[config.mk]
export PLATFORM = sky130hd
export DESIGN_NAME = video_pattern_gen
export DESIGN_NICKNAME = d
export VERILOG_FILES = /design/src/rtl/video_pkg.sv /design/src/rtl/video_timing_gen.sv /design/src/rtl/video_pattern_gen.sv
export SDC_FILE = /design/constraint.sdc
export NUM_CORES = 1
export LEC_CHECK = 0
export ABC_AREA = 1
export BUFFER_PORTS_ARGS = -buffer_cell sky130_fd_sc_hd__buf_2
export CORE_AREA = 4 4 121 112
export CTS_CLUSTER_SIZE = 30
export DETAILED_ROUTE_END_ITERATION = 6
export DIE_AREA = 0 0 125 116
export GPL_ROUTABILITY_DRIVEN = 0
export PLACE_DENSITY = 0.6
export SETUP_SLACK_MARGIN = 0.3
export SKIP_CTS_REPAIR_TIMING = 1
export SYNTH_ARGS = -nofsm -noshare
export SYNTH_HDL_FRONTEND = slang
export SYNTH_SLANG_ARGS = --single-unit
[constraint.sdc]
create_clock -name clk -period 1.68 [get_ports clk]
set_input_delay 0.336 -clock clk [delete_from_list [all_inputs] [get_ports clk]]
set_output_delay 0.336 -clock clk [all_outputs]
set_load 0.03 [all_outputs]
[src/rtl/video_pkg.sv]
// Shared definitions for the video test-pattern sources: pattern indices,
// colour-bar palette and the 8-bit to CW channel alignment helper.
package video_pkg;

  localparam int unsigned PAT_W = 4;

  localparam logic [PAT_W-1:0] PAT_BLACK   = 4'd0;
  localparam logic [PAT_W-1:0] PAT_WHITE   = 4'd1;
  localparam logic [PAT_W-1:0] PAT_RED     = 4'd2;
  localparam logic [PAT_W-1:0] PAT_GREEN   = 4'd3;
  localparam logic [PAT_W-1:0] PAT_BLUE    = 4'd4;
  localparam logic [PAT_W-1:0] PAT_CHECK16 = 4'd5;
  localparam logic [PAT_W-1:0] PAT_CHECK64 = 4'd6;
  localparam logic [PAT_W-1:0] PAT_GREY    = 4'd7;
  localparam logic [PAT_W-1:0] PAT_GRAD    = 4'd8;
  localparam logic [PAT_W-1:0] PAT_RRAMP   = 4'd9;
  localparam logic [PAT_W-1:0] PAT_GRAMP   = 4'd10;
  localparam logic [PAT_W-1:0] PAT_BRAMP   = 4'd11;
  localparam logic [PAT_W-1:0] PAT_BARS    = 4'd12;

  localparam logic [23:0] BAR_WHITE   = 24'hFFFFFF;
  localparam logic [23:0] BAR_YELLOW  = 24'hFFFF00;
  localparam logic [23:0] BAR_CYAN    = 24'h00FFFF;
  localparam logic [23:0] BAR_GREEN   = 24'h00FF00;
  localparam logic [23:0] BAR_MAGENTA = 24'hFF00FF;
  localparam logic [23:0] BAR_RED     = 24'hFF0000;
  localparam logic [23:0] BAR_BLUE    = 24'h0000FF;
  localparam logic [23:0] BAR_BLACK   = 24'h000000;

  // One pixel at 8 bits per channel, before alignment to CW.
  typedef struct packed {
    logic [7:0] r;
    logic [7:0] g;
    logic [7:0] b;
  } rgb8_t;

  // Colour-bar palette, left to right.
  function automatic rgb8_t bar_rgb(input logic [2:0] idx);
    rgb8_t c;
    case (idx)
      3'd0:    c = rgb8_t'(BAR_WHITE);
      3'd1:    c = rgb8_t'(BAR_YELLOW);
      3'd2:    c = rgb8_t'(BAR_CYAN);
      3'd3:    c = rgb8_t'(BAR_GREEN);
      3'd4:    c = rgb8_t'(BAR_MAGENTA);
      3'd5:    c = rgb8_t'(BAR_RED);
      3'd6:    c = rgb8_t'(BAR_BLUE);
      default: c = rgb8_t'(BAR_BLACK);
    endcase
    return c;
  endfunction

  // MSB-align an 8-bit value to cw bits; full scale maps to all-ones.
  function automatic logic [31:0] align8(input logic [7:0] val, input int unsigned cw);
    logic [31:0] res;
    if (val == 8'hFF) begin
      res = (cw >= 32) ? '1 : ((32'd1 << cw) - 32'd1);
    end else if (cw >= 8) begin
      res = 32'(val) << (cw - 8);
    end else begin
      res = 32'(val) >> (8 - cw);
    end
    return res;
  endfunction

endpackage

[src/rtl/video_timing_gen.sv]
// Raster timing: h/v counters plus combinational active/sync/wrap flags.
module video_timing_gen
  import video_pkg::*;
#(
  parameter int unsigned H_ACTIVE = 640,
  parameter int unsigned H_FP     = 16,
  parameter int unsigned H_SYNC   = 96,
  parameter int unsigned H_BP     = 48,
  parameter int unsigned V_ACTIVE = 480,
  parameter int unsigned V_FP     = 10,
  parameter int unsigned V_SYNC   = 2,
  parameter int unsigned V_BP     = 33,
  parameter int unsigned CNT_W    = 12
) (
  input  logic             clk,
  input  logic             rst,
  output logic [CNT_W-1:0] h,
  output logic [CNT_W-1:0] v,
  output logic             de_c,
  output logic             hs_c,
  output logic             vs_c,
  output logic             line_end_c,
  output logic             frame_wrap_c,
  output logic             sof_c
);

  localparam int unsigned HT = H_ACTIVE + H_FP + H_SYNC + H_BP;
  localparam int unsigned VT = V_ACTIVE + V_FP + V_SYNC + V_BP;

  localparam logic [CNT_W-1:0] H_LAST   = CNT_W'(HT - 1);
  localparam logic [CNT_W-1:0] V_LAST   = CNT_W'(VT - 1);
  localparam logic [CNT_W-1:0] H_ACT    = CNT_W'(H_ACTIVE);
  localparam logic [CNT_W-1:0] V_ACT    = CNT_W'(V_ACTIVE);
  localparam logic [CNT_W-1:0] HS_BEGIN = CNT_W'(H_ACTIVE + H_FP);
  localparam logic [CNT_W-1:0] HS_END   = CNT_W'(H_ACTIVE + H_FP + H_SYNC);
  localparam logic [CNT_W-1:0] VS_BEGIN = CNT_W'(V_ACTIVE + V_FP);
  localparam logic [CNT_W-1:0] VS_END   = CNT_W'(V_ACTIVE + V_FP + V_SYNC);

  // Pixel and line counters; v advances on the last pixel of each line.
  always_ff @(posedge clk) begin
    if (rst) begin
      h <= '0;
      v <= '0;
    end else if (line_end_c) begin
      h <= '0;
      v <= (v == V_LAST) ? '0 : v + CNT_W'(1);
    end else begin
      h <= h + CNT_W'(1);
    end
  end

  // Region and strobe decode from the current counter values.
  always_comb begin
    line_end_c   = (h == H_LAST);
    frame_wrap_c = (h == H_LAST) && (v == V_LAST);
    sof_c        = (h == '0) && (v == '0);
    de_c         = (h < H_ACT) && (v < V_ACT);
    hs_c         = (h >= HS_BEGIN) && (h < HS_END);
    vs_c         = (v >= VS_BEGIN) && (v < VS_END);
  end

endmodule

[src/rtl/video_pattern_gen.sv]
// Test-pattern source: frame-synchronous mode selection, pattern mux and a
// single output register stage aligning colour, enables and syncs.
module video_pattern_gen
  import video_pkg::*;
#(
  parameter int unsigned H_ACTIVE    = 640,
  parameter int unsigned H_FP        = 16,
  parameter int unsigned H_SYNC      = 96,
  parameter int unsigned H_BP        = 48,
  parameter int unsigned V_ACTIVE    = 480,
  parameter int unsigned V_FP        = 10,
  parameter int unsigned V_SYNC      = 2,
  parameter int unsigned V_BP        = 33,
  parameter int unsigned CW          = 8,
  parameter int unsigned CNT_W       = 12,
  parameter bit          HS_POL      = 1'b0,
  parameter bit          VS_POL      = 1'b0,
  parameter int unsigned AUTO_FRAMES = 128
) (
  input  logic             clk,
  input  logic             rst,
  input  logic [3:0]       mode_sel,
  input  logic             auto_en,
  output logic [CW-1:0]    r,
  output logic [CW-1:0]    g,
  output logic [CW-1:0]    b,
  output logic             de,
  output logic             hsync,
  output logic             vsync,
  output logic             frame_start,
  output logic [3:0]       mode_cur
);

  localparam int unsigned BW    = H_ACTIVE / 8;
  localparam int unsigned FC_W  = (AUTO_FRAMES > 1) ? $clog2(AUTO_FRAMES) : 1;
  localparam logic [CNT_W-1:0] BW_LAST = CNT_W'(BW - 1);
  localparam logic [FC_W-1:0]  FC_LAST = FC_W'(AUTO_FRAMES - 1);

  logic [CNT_W-1:0] h;
  logic [CNT_W-1:0] v;
  logic             de_c;
  logic             hs_c;
  logic             vs_c;
  logic             line_end_c;
  logic             frame_wrap_c;
  logic             sof_c;

  logic [FC_W-1:0]  frame_cnt;
  logic [CNT_W-1:0] bar_pix;
  logic [2:0]       bar_idx;
  rgb8_t            pix_c;
  logic [15:0]      h_ext;
  logic [15:0]      v_ext;
  logic             unused_bits;

  video_timing_gen #(
    .H_ACTIVE (H_ACTIVE),
    .H_FP     (H_FP),
    .H_SYNC   (H_SYNC),
    .H_BP     (H_BP),
    .V_ACTIVE (V_ACTIVE),
    .V_FP     (V_FP),
    .V_SYNC   (V_SYNC),
    .V_BP     (V_BP),
    .CNT_W    (CNT_W)
  ) u_timing (
    .clk          (clk),
    .rst          (rst),
    .h            (h),
    .v            (v),
    .de_c         (de_c),
    .hs_c         (hs_c),
    .vs_c         (vs_c),
    .line_end_c   (line_end_c),
    .frame_wrap_c (frame_wrap_c),
    .sof_c        (sof_c)
  );

  // Pattern changes only at the frame wrap; auto mode steps every AUTO_FRAMES.
  always_ff @(posedge clk) begin
    if (rst) begin
      mode_cur  <= PAT_BLACK;
      frame_cnt <= '0;
    end else if (!auto_en) begin
      frame_cnt <= '0;
      if (frame_wrap_c) begin
        mode_cur <= mode_sel;
      end
    end else if (frame_wrap_c) begin
      if (frame_cnt == FC_LAST) begin
        frame_cnt <= '0;
        mode_cur  <= (mode_cur >= PAT_BARS) ? PAT_BLACK : mode_cur + 4'd1;
      end else begin
        frame_cnt <= frame_cnt + FC_W'(1);
      end
    end
  end

  // Bar index tracks h with a width counter; saturates at the last bar.
  always_ff @(posedge clk) begin
    if (rst || line_end_c) begin
      bar_pix <= '0;
      bar_idx <= '0;
    end else if (bar_idx != 3'd7) begin
      if (bar_pix == BW_LAST) begin
        bar_pix <= '0;
        bar_idx <= bar_idx + 3'd1;
      end else begin
        bar_pix <= bar_pix + CNT_W'(1);
      end
    end
  end

  // Pattern mux at 8 bits per channel; blank outside the active region.
  always_comb begin
    pix_c       = '0;
    h_ext       = 16'(h);
    v_ext       = 16'(v);
    unused_bits = &{1'b0, h_ext[15:9], v_ext[15:9], v_ext[0]};
    if (de_c) begin
      case (mode_cur)
        PAT_BLACK:   pix_c = '0;
        PAT_RED:     pix_c = rgb8_t'(BAR_RED);
        PAT_GREEN:   pix_c = rgb8_t'(BAR_GREEN);
        PAT_BLUE:    pix_c = rgb8_t'(BAR_BLUE);
        PAT_CHECK16: pix_c = (h_ext[4] ~^ v_ext[4]) ? rgb8_t'(BAR_WHITE) : '0;
        PAT_CHECK64: pix_c = (h_ext[6] ~^ v_ext[6]) ? rgb8_t'(BAR_WHITE) : '0;
        PAT_GREY:    pix_c = '{r: h_ext[7:0], g: h_ext[7:0], b: h_ext[7:0]};
        PAT_GRAD:    pix_c = '{r: v_ext[8:1], g: h_ext[8:1], b: h_ext[8:1]};
        PAT_RRAMP:   pix_c = '{r: h_ext[7:0], g: 8'h00, b: 8'h00};
        PAT_GRAMP:   pix_c = '{r: 8'h00, g: h_ext[7:0], b: 8'h00};
        PAT_BRAMP:   pix_c = '{r: 8'h00, g: 8'h00, b: h_ext[7:0]};
        PAT_BARS:    pix_c = bar_rgb(bar_idx);
        default:     pix_c = rgb8_t'(BAR_WHITE);
      endcase
    end
  end

  // Single output stage; every output reflects the same h/v sample.
  always_ff @(posedge clk) begin
    if (rst) begin
      r           <= '0;
      g           <= '0;
      b           <= '0;
      de          <= 1'b0;
      hsync       <= ~HS_POL;
      vsync       <= ~VS_POL;
      frame_start <= 1'b0;
    end else begin
      r           <= CW'(align8(pix_c.r, CW));
      g           <= CW'(align8(pix_c.g, CW));
      b           <= CW'(align8(pix_c.b, CW));
      de          <= de_c;
      hsync       <= hs_c ? HS_POL : ~HS_POL;
      vsync       <= vs_c ? VS_POL : ~VS_POL;
      frame_start <= sof_c;
    end
  end

endmodule

# == Word-level counts from Yosys, hierarchy flattened ==
# Cells that the tools add are included.
# word_totals
mem_count,0
input_bits,7
mem_bits_ro,0
ff_bits,78
latch_bits,0
ram_bits,0
# classes
n_mux,18
n_bitwise,3
n_shift,0
div,0
n_lt_le_gt_ge,7
n_reduce_logical,14
n_mul,0
n_eq_ne,26
addsub,6
# ops
cell,n
24-bit one-hot mux with 12 select lines,1
24-bit one-hot mux with 7 select lines,1
24-bit two-way mux,3
"12-bit by 1-bit adder with 12-bit output, second input constant",3
"12-bit by 10-bit equality test with 1-bit output, second input constant",2
"8-bit equality test, second input constant",3
12-bit logical NOT,2
"12-bit by 10-bit < comparator with 1-bit output, second input constant",2
"12-bit by 9-bit < comparator with 1-bit output, second input constant",2
12-bit two-way mux,2
8-bit two-way mux,3
"4-bit equality test, second input constant",5
4-bit two-way mux,5
"4-bit by 3-bit equality test with 1-bit output, second input constant",4
"12-bit by 7-bit equality test with 1-bit output, second input constant",1
"12-bit by 10-bit >= comparator with 1-bit output, second input constant",1
"12-bit by 9-bit >= comparator with 1-bit output, second input constant",1
"3-bit equality test, second input constant",3
"4-bit by 2-bit equality test with 1-bit output, second input constant",2
"7-bit by 1-bit adder with 7-bit output, second input constant",1
"7-bit equality test, second input constant",1
7-bit two-way mux,1
"3-bit by 2-bit equality test with 1-bit output, second input constant",2
1-bit logical AND,5
other kinds (14),18

# == Depth between registers and ports, before layout ==
# Gate-level depths: netlist (run 1).
# depth
word_depth,6
mapped_depth,10
depth_no_buf,10

# == Hierarchy ==
# Synthesis (run 1) repeated with hierarchy kept, for this count alone.
# unflattened
hier_cells,705
area_unflattened_um2,4565.6
# by_module_without_submodules
module,cells_each,area_each_um2,n_inst
video_pattern_gen,482,3114.2,1
video_timing_gen,223,1451.4,1

# == Worst setup path after synthesis (run 1) ==
# No wires, ideal clock.
# synth_timing
path_kind,register -> register
start,reg mode_cur[0]
end,reg b[0]
path_buffers,0
t_arrival_ns,1.529
synth_period_minus_slack_ns,1.644
path_slack_ns,0.036
stages_incl_launch_ff,11
cell_sequence,dfxtp_1 > inv_1 > ha_1 > inv_1 > nor2_1 > nand2_1 > nand2_1 > a21oi_1 > nand2_1 > nor2_1 > nor2_1
# synth_via
elab_chain_cells,5
elab_cells_between_ends,16
cone_classes,12 x eq/ne; 3 x mux; 1 x reduce/logical
# synth_rtl
item,line_no,rtl
from (decl),video_pattern_gen.sv:31,output logic [3:0] mode_cur
from (signal assigned),video_pattern_gen.sv:87,mode_cur <= mode_sel;
from (signal assigned),video_pattern_gen.sv:92,mode_cur <= (mode_cur >= PAT_BARS) ? PAT_BLACK : mode_cur + 4'd1;
"4-bit equality test, or another cell as far along",video_pattern_gen.sv:121,case (mode_cur)
24-bit one-hot mux with 12 select lines *,video_pattern_gen.sv:121,
24-bit two-way mux *,video_pattern_gen.sv:120,if (de_c) begin
8-bit equality test,video_pkg.sv:56,if (val == 8'hFF) begin
8-bit two-way mux *,video_pkg.sv:56,
to (signal assigned),video_pattern_gen.sv:152,"b <= CW'(align8(pix_c.b, CW));"
to (decl),video_pattern_gen.sv:26,"output logic [CW-1:0] b,"
# Mark *: on every way between the ends. The rest lies on a longest branch, timed or not.
# A chain may end at the register's enable or synchronous reset.

# == Final worst setup path (run 1) ==
# layout_timing
start,reg bar_idx[0]
end,reg bar_pix[11]
# layout_via
elab_chain_cells,1
# layout_rtl
item,line_no,rtl
from (decl),video_pattern_gen.sv:50,logic [2:0] bar_idx;
from (signal assigned),video_pattern_gen.sv:107,bar_idx <= bar_idx + 3'd1;
3-bit != test,video_pattern_gen.sv:104,end else if (bar_idx != 3'd7) begin
to (signal assigned),video_pattern_gen.sv:109,bar_pix <= bar_pix + CNT_W'(1);
to (decl),video_pattern_gen.sv:49,logic [CNT_W-1:0] bar_pix;
# No other way between the ends.

==> results of run 1 <==
-- layout make-up --
| type | instances | area [um^2] |
|---|---|---|
| Tap cell | 164 | 205 |
| Fill cell | 1163 | 6190 |
| Clock buffer | 13 | 260 |
| Clock inverter | 3 | 42.5 |
| Inverter | 88 | 370 |
| Timing Repair Buffer | 82 | 551 |
| Sequential cell | 78 | 1610 |
| Multi-Input combinational cell | 530 | 3160 |
-- worst reg2reg max path, delay by kind of cell (launching register included) --
kind | cells | cell delay [ns]
and+or+nand+nor | 4 | 0.56
adders and majority gates | 2 | 0.35
DFF | 1 | 0.36
buffers and inverters | 1 | 0.16
-- kinds of logic after synthesis --
group	share of synthesized area, %
AND/OR/NAND/NOR	40.1
buffers and inverters	9.49
AO/OA/AOI/OAI	9.01
flip-flops	34.9
adder cells (fa/ha/maj)	4.48
XOR/XNOR	1.96
-- state kept, by name, summed over array words and instances, names as in the netlist --
name,count
bar_pix,12
u_timing.h,12
u_timing.v,12
b,8
g,8
r,8
frame_cnt,7
mode_cur,4
bar_idx,3
de,1
frame_start,1
hsync,1
vsync,1
-- worst paths after layout --
check	startpoint	to	slack (ns)	depth (start not counted)
worst max-delay path	bar_idx[0]	bar_pix[11]	0.14	7
worst min-delay path	rst	u_timing.v[5]	0.37	3
worst max register to register	bar_idx[0]	bar_pix[11]	0.14	7
worst min register to register	bar_pix[0]	bar_pix[0]	0.48	2
-- cells in the final DEF (no fill, tap or decap), drive strengths merged --
cell      count
nor2        161
nor3         11
o21ai        36
xor2          9
a22oi         1
o21bai        1
nor4          3
a31oi         1
clkbuf       13
a21oi        36
bufinv        1
inv          88
a21boi        1
nand2       194
buf          82
a211oi        1
xnor2         1
clkinvlp      1
nand4        12
nand3        43
clkinv        1
ha           16
dfxtp        78
nand3b        2
o22ai         1
-- per-layer routing --
layer  track usage (%)  part of all wire (%)
met3              3.00                   5.8
met5                 0                     0
met2              25.2                    47
met4              6.50                   3.4
met1              20.8                    44
-- where the power goes --
group | internal, mW | total, mW | switching (mW)
clock | 1.23 | 2.01 | 0.781
sequential | 1.86 | 1.87 | 0.0149
combinational | 0.0664 | 0.177 | 0.111
==> run metrics, run 1 <==
status=finished, final reports clean; Yosys Warn Count=0; slack of the critical path=0.140 ns; die height=116 um; setup TNS=0 ns; pins over their slew limit=0; Synth top area share=34.9%; Distinct cells, synth=34; Place WS=0.0812 ns; clk buf depth=2; setup violators final=0; P_leak=2.75 nW; RSZ-0062 raised after global routing=true; Fin. Hold Viols=0; worst hold slack=0.372 ns; total power divided by cell area=655 mW/mm^2; Starting Density=36.1%; relative slew slack=68.5%; Startpoint Class=flop; Die Wd=125 um; Critical Path Fanout Max=4; Seq/Total Area, Yosys=34.9%; f_max=649 MHz; ANT cells=0; clock latency at the later pin of the worst-skew pair=0.34 ns; CTS Sinks=78; Initial DRC Count=516; Mapped Area=0.00447 mm^2; fin cells=958; std cell rows=39; global-route usage over all layers=15.7%; Buf+Inv Stages, Crit Path=1; Final nets=812; Synth area leaders=dfxtp_1 (35%), nand2_1 (15%), nor2_1 (12%); Post-synth ARST share=0%; TritonCTS clock tree=done; Wirelength per Cell=13.7 um; top post-synthesis cells by count=nand2_1 (184), nor2_1 (146), inv_1 (81); largest net degree at the start of global routing=25; vias in the first global route=4072; post-route ant nets=0; total gr overflow=0; Slowest-stage cell, CP=dfxtp_4; final critical-path share of the clock period=91.7%; Vias/cell=5.03; Yosys reg bits=78; post-synth net total=727; antenna violations before repair=0; synthesized instance count=704; drt drc=0; H-tree depth=3; first-pass GRT wire length=18800 um; Crit Path Class=flop to flop; Max stage delay on crit path=0.36 ns; clk_skew=0.00590 ns; share of cells above drive strength 1=35.9%; placed instance area=0.00500 mm^2; cell taking the most area after synthesis=dfxtp_1; Worst Setup End Kind=flop; Reg clk slew, reported paths=0.06 ns; via count=4818; Tmin final=1.54 ns; critical-path cell list=ha_4, ha_4, nor3_4, buf_4, nand4_1, nor3_1, nor2_1; die footprint=0.0145 mm^2; routed wire length=13100 um; max-cap viol count=0; cell mode on critical path=ha_4; Synth Flop Type=dfxtp_1; Area Overhead vs Synth=38.7%; Worst path top cell family by delay=simple AND/OR/NAND/NOR gates; Post-synth EDFFs=0; Avg Cell Area, Syn=6.35 um^2; core footprint=0.0124 mm^2; HPWL Detailed=8870 um; most common cell in the netlist=nand2_1; PortBufs=38; total power draw=4.06 mW; CTS Buf Count=9; placed insts=914; Worst Max-Slew Pin Slew=0.473 ns; I/O pin total=39; Finished Core Util=50.0%; CP required=1.91 ns; worst min-delay path category=input pin to flop; drt first pass iters=5; root buffer cell=clkbuf_16; Max VDD drop=0.000476 V; CP Data Arrival Time=1.77 ns; Final Instance Area=0.00620 mm^2
Note: power is estimated with default switching activity, not from simulation.
==> run 2: changes to the inputs <==
ABC_AREA = 0   (was 1)
CORE_AREA = 4 4 113 104   (was 4 4 121 112)
DIE_AREA = 0 0 117 108   (was 0 0 125 116)
PLACE_DENSITY = 0.61   (was 0.6)
SLEW_MARGIN = 20   (was default)
==> run 2 against run 1 <==
Compared with the run above:
- the run now ends with negative setup slack left
- synthesized cell count down 36%
- critical endpoint is now frame_cnt[2]
- first-iteration DRC count down 69%
- largest power group unchanged
- flip-flop and latch count unchanged
- critical path type unchanged
- largest cell class unchanged
- register-to-register slack worse by 0.45 ns
- critical path depth down 3
==> run metrics, run 2 <==
status=finished with violations; drt first pass iters=4; CP Data Arrival Time=2.27 ns; die height=108 um; Synth area leaders=dfxtp_1 (41%), ha_1 (5.2%), a21oi_1 (3.4%); Clk pwr share=48.9%; worst hold slack=0.358 ns; most common cell in the netlist=dfxtp_1; Post-synth ARST share=0%; failing checks=negative setup slack; clk buf depth=2; worst reg2reg path depth=4; Initial DRC Count=162; max-cap viol count=0; via count=3732; Starting Density=36.2%; Seq/Total Area, Yosys=40.6%; most common cell after layout, fill and taps aside=buf_4; routed wire length=10600 um; Hold Crit Depth=3; Fin. Hold Viols=0; Area Overhead vs Synth=46.4%; ANT cells=0; drt drc=0; HPWL Detailed=7360 um; top post-synthesis cells by count=dfxtp_1 (78), nor2_1 (34), nand2_1 (33); setup violators final=48; core footprint=0.0106 mm^2; relative slew slack=68.2%; post-route ant nets=0; TritonCTS clock tree=done; root buffer cell=clkbuf_16; PortBufs=38; Synth top area share=40.6%; pins over their slew limit=0; Fillers=951; Final Instance Area=0.00564 mm^2; P_leak=2.14 nW; std cell rows=36; most frequent cells in the layout=buf_4 (70), dfxtp_1 (64), buf_2 (38); Worst Max-Slew Pin Slew=0.472 ns; global-route usage over all layers=16.4%; share of cells above drive strength 1=41.8%; CP required=1.96 ns; worst min-delay path category=input pin to flop; Critical Path Fanout Max=8; CTS Buf Count=9; synthesized instance count=450; Post-synth EDFFs=0; Vias/cell=5.42; Startpoint Class=flop; I/O pin total=39; Mapped Area=0.00385 mm^2; Yosys reg bits=78; f_max=502 MHz; vias in the first global route=3489; total power draw=4.01 mW; first-pass GRT wire length=16500 um; clock latency at the later pin of the worst-skew pair=0.35 ns; Distinct cells, synth=55; Tmin final=1.99 ns; CTS Sinks=78; largest net degree at the start of global routing=26; Yosys Warn Count=0; Reg clk slew, reported paths=0.06 ns; Place WS=-0.256 ns; sequential power share=46.5%; RSZ-0062 raised after global routing=true; Finished Core Util=53.0%; die footprint=0.0126 mm^2; clk_skew=0.00681 ns; placed instance area=0.00477 mm^2; NetSw=915 uW; total gr overflow=0; Synth Flop Type=dfxtp_1; Final nets=573; Crit Path Class=flop to flop; Wirelength per Cell=15.4 um; H-tree depth=3; Reg area=0.00159 mm^2; area taken by multi-input logic gates=0.00255 mm^2; post-synth net total=473; biggest regs=bar_pix (12), u_timing.h (12), u_timing.v (12); Worst Setup End Kind=flop; antenna violations before repair=0; slack of the critical path=-0.311 ns; power share of the combinational group=4.6%; Die Wd=117 um; Max VDD drop=0.000385 V; cell taking the most area after synthesis=dfxtp_1; final critical-path share of the clock period=119%; total power divided by cell area=712 mW/mm^2; internal power=3.10 mW; Avg Cell Area, Syn=8.56 um^2; Net Sw Frac=22.8%
run 2: worst paths after layout:
path	to	startpoint	slack, ns
worst min register to register	mode_cur[3]	mode_cur[3]	0.50
worst min-delay path	mode_cur[2]	mode_sel[2]	0.36
worst max register to register	frame_cnt[2]	u_timing.h[6]	-0.31
worst max-delay path	frame_cnt[2]	u_timing.h[6]	-0.31
run 2: layout make-up:
cell class              instances  share of cell area, %
inverters                      16                   1.15
repair buffers                126                   17.2
multi-input cells             319                   45.2
clock buffers                  10                   4.06
flip-flops and latches         78                   28.2
clock inverters                 6                   1.24
well taps                     133                   2.95
run 2: worst max-delay path, cell delays in order (launching register included):
cell and delay (ns):
dfxtp_1 0.31, or3_4 0.43, or4_4 0.56, or4_4 0.51, a21oi_2 0.12
run 2: routing by layer:
layer / global-route usage [%] / wire (um) / vias up
met5: 0 / 0 / -
li1: - / - / 1823
met4: 6.22 / 290 / 0
met1: 22.1 / 4780 / 1786
met3: 3.92 / 510 / 26
met2: 25.6 / 4990 / 97
run 2: power groups by stage:
stage                     clock network [mW]  registers, mW  logic [mW]
after floorplan                            0           1.92      0.0856
after CTS                               2.02           1.87       0.152
after global routing                    2.08           1.87       0.198
final                                   1.96           1.87       0.183
after global placement                     0           1.91       0.148
after detailed placement                   0           1.91       0.151
run 2: kinds of logic (layout without fill, tap and decap cells):
family	count (synthesis)	count (layout)	synth area share, %
flops	78	78	40.6
mux	7	7	1.88
fa+ha+maj	16	16	5.20
buf+inv	53	158	5.65
xor+xnor	25	25	5.69
compound gates	99	99	16.3
simple gates	172	172	24.8
run 2: through the flow:
stage | cells | setup TNS (ns)
after floorplan | 450 | -6.95
after global placement | 660 | -7.75
after detailed placement | 660 | -9.25
after CTS | 676 | -10.64
after global routing | 688 | -12.52
final | 688 | -9.71
